**src/rtl/drf_io_bank.sv**
```systemverilog
// drf_io_bank: bank of NUM_PORTS latched output ports and synchronised,
// change-flagged input ports behind the DRF core's 8-bit register bus.
module drf_io_bank #(
  parameter int NUM_PORTS   = 4,
  parameter int PORT_WIDTH  = 4,
  parameter int SYNC_STAGES = 2,
  localparam int ADDR_WIDTH = $clog2(NUM_PORTS) + 2
) (
  input  logic                            clk,
  input  logic                            rst,
  input  logic [NUM_PORTS*PORT_WIDTH-1:0] port_input,
  output logic [NUM_PORTS*PORT_WIDTH-1:0] port_output,
  input  logic [ADDR_WIDTH-1:0]           bus_addr,
  input  logic                            bus_wr_en,
  input  logic [7:0]                      bus_wr_data,
  input  logic                            bus_rd_en,
  output logic [7:0]                      bus_rd_data,
  output logic                            bus_rd_valid,
  output logic                            irq
);

  localparam int TOTAL_W = NUM_PORTS * PORT_WIDTH;
  localparam int IDX_W   = (ADDR_WIDTH > 2) ? ADDR_WIDTH - 2 : 1;
  localparam logic [IDX_W:0] PORT_COUNT = (IDX_W + 1)'(NUM_PORTS);

  localparam logic [1:0] SEL_OUT  = 2'd0;
  localparam logic [1:0] SEL_IN   = 2'd1;
  localparam logic [1:0] SEL_FLAG = 2'd2;
  localparam logic [1:0] SEL_MASK = 2'd3;

  logic [IDX_W-1:0]      ch_idx_s;
  logic [1:0]            reg_sel_s;
  logic                  in_range_s;
  logic [PORT_WIDTH-1:0] wr_field_s;
  logic                  unused_wr_bits_s;

  logic [TOTAL_W-1:0]    sync_r [SYNC_STAGES];
  logic [TOTAL_W-1:0]    sync_last_s;
  logic [TOTAL_W-1:0]    prev_r;
  logic [TOTAL_W-1:0]    chg_s;
  logic [TOTAL_W-1:0]    out_r;
  logic [TOTAL_W-1:0]    mask_r;
  logic [TOTAL_W-1:0]    flag_r;
  logic [TOTAL_W-1:0]    out_next_s;
  logic [TOTAL_W-1:0]    mask_next_s;
  logic [TOTAL_W-1:0]    flag_next_s;
  logic [TOTAL_W-1:0]    w1c_s;
  logic [NUM_PORTS-1:0]  hit_s;

  logic [PORT_WIDTH-1:0] out_ch_s  [NUM_PORTS];
  logic [PORT_WIDTH-1:0] in_ch_s   [NUM_PORTS];
  logic [PORT_WIDTH-1:0] flag_ch_s [NUM_PORTS];
  logic [PORT_WIDTH-1:0] mask_ch_s [NUM_PORTS];
  logic [PORT_WIDTH-1:0] rd_field_s;
  logic [7:0]            rd_word_s;

  logic                  irq_r;
  logic [7:0]            rd_data_r;
  logic                  rd_valid_r;

  // A single-channel bank has no channel-index field in the address.
  if (ADDR_WIDTH > 2) begin : g_idx
    assign ch_idx_s = bus_addr[ADDR_WIDTH-1:2];
  end else begin : g_idx_single
    assign ch_idx_s = '0;
  end

  assign reg_sel_s        = bus_addr[1:0];
  assign in_range_s       = ({1'b0, ch_idx_s} < PORT_COUNT);
  assign wr_field_s       = bus_wr_data[PORT_WIDTH-1:0];
  assign unused_wr_bits_s = ^bus_wr_data;

  assign sync_last_s = sync_r[SYNC_STAGES-1];
  assign chg_s       = sync_last_s ^ prev_r;

  for (genvar k = 0; k < NUM_PORTS; k++) begin : g_ch
    assign hit_s[k] = bus_wr_en && in_range_s && (ch_idx_s == IDX_W'(k));

    assign out_next_s[k*PORT_WIDTH +: PORT_WIDTH] =
      (hit_s[k] && (reg_sel_s == SEL_OUT)) ? wr_field_s : out_r[k*PORT_WIDTH +: PORT_WIDTH];
    assign mask_next_s[k*PORT_WIDTH +: PORT_WIDTH] =
      (hit_s[k] && (reg_sel_s == SEL_MASK)) ? wr_field_s : mask_r[k*PORT_WIDTH +: PORT_WIDTH];
    assign w1c_s[k*PORT_WIDTH +: PORT_WIDTH] =
      (hit_s[k] && (reg_sel_s == SEL_FLAG)) ? wr_field_s : {PORT_WIDTH{1'b0}};

    assign out_ch_s[k]  = out_r[k*PORT_WIDTH +: PORT_WIDTH];
    assign in_ch_s[k]   = sync_last_s[k*PORT_WIDTH +: PORT_WIDTH];
    assign flag_ch_s[k] = flag_r[k*PORT_WIDTH +: PORT_WIDTH];
    assign mask_ch_s[k] = mask_r[k*PORT_WIDTH +: PORT_WIDTH];
  end

  // A fresh change outranks a simultaneous write-1-to-clear on the same bit.
  assign flag_next_s = (flag_r & ~w1c_s) | chg_s;

  // Read multiplexer over the pre-write register contents
  always_comb begin
    rd_field_s = {PORT_WIDTH{1'b0}};
    if (in_range_s) begin
      case (reg_sel_s)
        SEL_OUT:  rd_field_s = out_ch_s[ch_idx_s];
        SEL_IN:   rd_field_s = in_ch_s[ch_idx_s];
        SEL_FLAG: rd_field_s = flag_ch_s[ch_idx_s];
        SEL_MASK: rd_field_s = mask_ch_s[ch_idx_s];
        default:  rd_field_s = {PORT_WIDTH{1'b0}};
      endcase
    end else begin
      rd_field_s = {PORT_WIDTH{1'b0}};
    end
    rd_word_s = 8'(rd_field_s);
  end

  // Input synchroniser chain and previous-sample register
  always_ff @(posedge clk or posedge rst) begin
    if (rst) begin
      for (int i = 0; i < SYNC_STAGES; i++) begin
        sync_r[i] <= '0;
      end
      prev_r <= '0;
    end else begin
      sync_r[0] <= port_input;
      for (int i = 1; i < SYNC_STAGES; i++) begin
        sync_r[i] <= sync_r[i-1];
      end
      prev_r <= sync_last_s;
    end
  end

  // Channel state registers and the interrupt level
  always_ff @(posedge clk or posedge rst) begin
    if (rst) begin
      out_r  <= '0;
      mask_r <= '0;
      flag_r <= '0;
      irq_r  <= 1'b0;
    end else begin
      out_r  <= out_next_s;
      mask_r <= mask_next_s;
      flag_r <= flag_next_s;
      irq_r  <= |(flag_r & mask_r);
    end
  end

  // Registered read port: data holds between reads, valid pulses once
  always_ff @(posedge clk or posedge rst) begin
    if (rst) begin
      rd_data_r  <= 8'h00;
      rd_valid_r <= 1'b0;
    end else begin
      rd_valid_r <= bus_rd_en;
      if (bus_rd_en) begin
        rd_data_r <= rd_word_s;
      end
    end
  end

  assign port_output  = out_r;
  assign bus_rd_data  = rd_data_r;
  assign bus_rd_valid = rd_valid_r;
  assign irq          = irq_r;

endmodule
```
**config.mk**
```make
export PLATFORM = sky130hd
export DESIGN_NAME = drf_io_bank
export DESIGN_NICKNAME = d
export VERILOG_FILES = /design/src/rtl/drf_io_bank.sv
export SDC_FILE = /design/constraint.sdc
export NUM_CORES = 1
export LEC_CHECK = 0
export CORE_MARGIN = 4
export CORE_UTILIZATION = 50
export CTS_CLUSTER_DIAMETER = 60
export CTS_CLUSTER_SIZE = 8
export DETAILED_ROUTE_END_ITERATION = 7
export PLACE_DENSITY = 0.74
export SYNTH_ARGS = -nofsm -noshare
export SYNTH_HDL_FRONTEND = slang
export SYNTH_SLANG_ARGS = --single-unit
```
**constraint.sdc**
```tcl
create_clock -name clk -period 4.9 [get_ports clk]
set_input_delay 0.98 -clock clk [delete_from_list [all_inputs] [get_ports clk]]
set_output_delay 0.98 -clock clk [all_outputs]
set_load 0.02 [all_outputs]
```
==> results.sh <==
export IMPL_status="completed"
export IMPL_crit_path_start="bus_addr[1]"
export IMPL_finalHoldViolCount=0
export IMPL_critPathCaptureType="flip-flop"
export IMPL_die_h_um=98.99
export IMPL_place_area_um2=4666
export IMPL_start_util_pct=52.47
export IMPL_synth_cell_types=33
export IMPL_ys_warnings_count=0
export IMPL_cts_num_sinks=102
export IMPL_ant_nets=0
export IMPL_rr_startpoint="flag_r[7]"
export IMPL_grt_overflow_total=0
export IMPL_wirelength_um=8157
export IMPL_rows=32
export IMPL_p_leak_nw=2.078
export IMPL_cts_tree="built"
export IMPL_clk_pin_slew_worst_paths_ns=0.09
export IMPL_gp_congestion=0.8807
export IMPL_synth_top_area_share_pct=61.67
export IMPL_synth_top_family_by_area="multiplexers"
export IMPL_synth_ff_type="dfrtp_1"
export IMPL_fin_crit_sh_pct=55.55
export IMPL_setup_viol=0
export IMPL_vias=2451
export IMPL_syn_avg_cell_area_um2=13.66
export IMPL_synthCells=303
export IMPL_tightestPinTransition_ns=1.138
export IMPL_synth_compound_area_share_pct=7.255
export IMPL_portBuffers=49
export IMPL_maxCapViolations=0
export IMPL_hold_class="flip-flop to flip-flop"
export IMPL_crit_family="simple AND/OR/NAND/NOR gates"
export IMPL_fin_nets=380
export IMPL_total_power_mw=1.882
export IMPL_die_w_um=98.99
export IMPL_cp_arrival_ns=2.96
export IMPL_finalSetupTns_ns=0
export IMPL_r2r_slack_ns=3.63
export IMPL_drv_slew=0
export IMPL_n_antenna_cell=0
export IMPL_dp_final_hpwl_um=5791
export IMPL_slowest_delay_ns=0.77
export IMPL_power_density_nw_per_um2=386.2
export IMPL_vias_per_cell=5.387
export IMPL_grt_pass1_vias=2428
export IMPL_ys_async_sr_fraction_pct=100.0
export IMPL_root_buffer="clkbuf_8"
export IMPL_dr_first_iter_drc_count=107
export IMPL_dieArea_um2=9798
export IMPL_maxSlewHeadroom_pct=24.11
export IMPL_ys_ff_latch=102
export IMPL_crit_type="input pin to flip-flop"
export IMPL_synth_adder_area_share_pct=0
export IMPL_drive_gt1_share_pct=15.58
export IMPL_cts_buffers=9
export IMPL_final_util_pct=61.79
export IMPL_post_drt_wl_per_cell_um=17.93
export IMPL_clkLatencyLatePin_ns=0.36
export IMPL_io_pins=58
export IMPL_drc=0
export IMPL_synth_simple_gate_area_share_pct=7.557
export IMPL_grt_pass1_wl_um=13050
export IMPL_vdd_drop_max_mv=0.2027
export IMPL_cts_path_max_buffers=2
export IMPL_synthMuxAreaShare_pct=17.17
export IMPL_synth_xor_area_share_pct=3.386
export IMPL_path_cells="clkdlybuf4s50_1 > nand2_1 > nor3_1 > mux2_2"
export IMPL_skew_ns=0.01294
export IMPL_grt_max_degree=60
export IMPL_worst_ep_required_time_ns=5.14
export IMPL_path_max_fanout=14
export IMPL_core_um2=7888
export IMPL_grt_usage_pct=17.30
export IMPL_layout_min_cycle_time_ns=2.722
export IMPL_antenna_found_initial=0
export IMPL_area_growth_pct=17.74
export IMPL_synth_edf_count=0
export IMPL_slowest_stage="clkdlybuf4s50_1"
export IMPL_cts_htree_levels=3
export IMPL_ys_top_cells_by_area="dfrtp_1 (62%), mux2i_1 (7.7%), mux2_2 (6.5%)"
export IMPL_cts_setup_buffers=0
export IMPL_worstSetupStartpointType="input pin"
export IMPL_fmax_mhz=367.4
export IMPL_crit_buf_inv=1
export IMPL_yosysSeqAreaShare_pct=61.67
export IMPL_first_pass_iters=4
export IMPL_hold_start="sync_r[17]"
export IMPL_stdcell_area_um2=4873
export IMPL_netlist_area_um2=4139
export IMPL_cts_hold_buf=0
export IMPL_rsz0062_at_grt="false"
export IMPL_cts_resized=0
export IMPL_synth_top_cell_by_area="dfrtp_1"
worst register-to-register path, cell delays in order (launching register included):
cell	delay (ns)
dfrtp_1	0.43
a22o_1	0.21
a221oi_1	0.28
nand4_1	0.19
state kept, by name, indices dropped and copies added, names as in the netlist:
register and count:
bus_rd_data 4, bus_rd_valid 1, sync_r 16, irq 1
prev_r 16, sync_last_s 16, port_output 16, mask_r 16
flag_r 16
placed cells by master (no fill, tap or decap), types with 2 or more instances in the layout:
cell	n
nand4_1	9
a21o_1	16
a221oi_1	4
nand2_1	21
mux2i_1	32
nand3_1	5
mux2_4	8
conb_1	4
clkdlybuf4s50_1	48
xor2_1	16
nor3_1	4
dfrtp_1	102
a22o_1	4
a22oi_1	12
buf_4	2
nor2_1	5
nand2b_1	5
a21oi_1	4
mux2_2	24
clkbuf_8	10
logic make-up after synthesis:
logic type             count (synthesis)
AO/OA/AOI/OAI                         40
buffers and inverters                 21
multiplexers                          64
flip-flops                           102
AND/OR/NAND/NOR                       59
other                                  1
XOR/XNOR                              16
cell type report:
cell class                      instances  area, um^2
Sequential cell                       102        2552
Tap cell                              102       127.6
Clock inverter                          5       66.31
Fill cell                             618        3014
Inverter                                1       6.256
Multi-Input combinational cell        183        1479
Timing Repair Buffer                   51       500.5
Clock buffer                           11       141.4
report_power, final:
part           leakage, nW  internal (mW)  switching (mW)  total [mW]
logic                0.813          0.184           0.162       0.346
registers             1.16          0.930          0.0675       0.998
clock network        0.102          0.257           0.282       0.538
total                 2.08           1.37           0.511        1.88
Yosys cell counts (2+ instances only):
| cell | count |
|---|---|
| nand2b_1 | 5 |
| nor3_1 | 4 |
| buf_4 | 8 |
| nand3_1 | 5 |
| buf_2 | 2 |
| clkbuf_1 | 8 |
| xor2_1 | 16 |
| mux2_2 | 24 |
| a22oi_1 | 12 |
| nand4_1 | 9 |
| dfrtp_1 | 102 |
| nor2_1 | 5 |
| a22o_1 | 4 |
| a21oi_1 | 4 |
| mux2_4 | 8 |
| nand2_1 | 21 |
| a221oi_1 | 4 |
| mux2i_1 | 32 |
| a21o_1 | 16 |
metal layers:
layer	GRT usage, %	share of wire (%)	routed length, um	vias up
li1	-	-	-	1152
met1	24.20	45	3657	1219
met2	26.34	47	3842	65
met3	3.892	5.4	439	15
met4	6.828	2.7	218	0
met5	0	0	0	-
path summary, 6_finish.rpt:
check / to / depth (start not counted)
hold / removal: sync_last_s[1] / 0
min in group asynchronous: sync_r[22] / 3
max in group asynchronous: sync_last_s[8] / 3
hold reg to reg: sync_last_s[1] / 0
setup reg to reg: irq / 3
setup / recovery: mask_r[5] / 4
stage by stage:
stage	worst slack (ns)	std cells	hold slack, ns
5_1_grt	2.053	455	0.3606
6_report	2.178	455	0.3539
3_3_place_gp	1.845	439	0.3313
3_5_place_dp	1.804	439	0.3347
4_1_cts	2.185	455	0.3568
2_1_floorplan	1.245	306	0.3312
(Power assumes the default switching activity.)
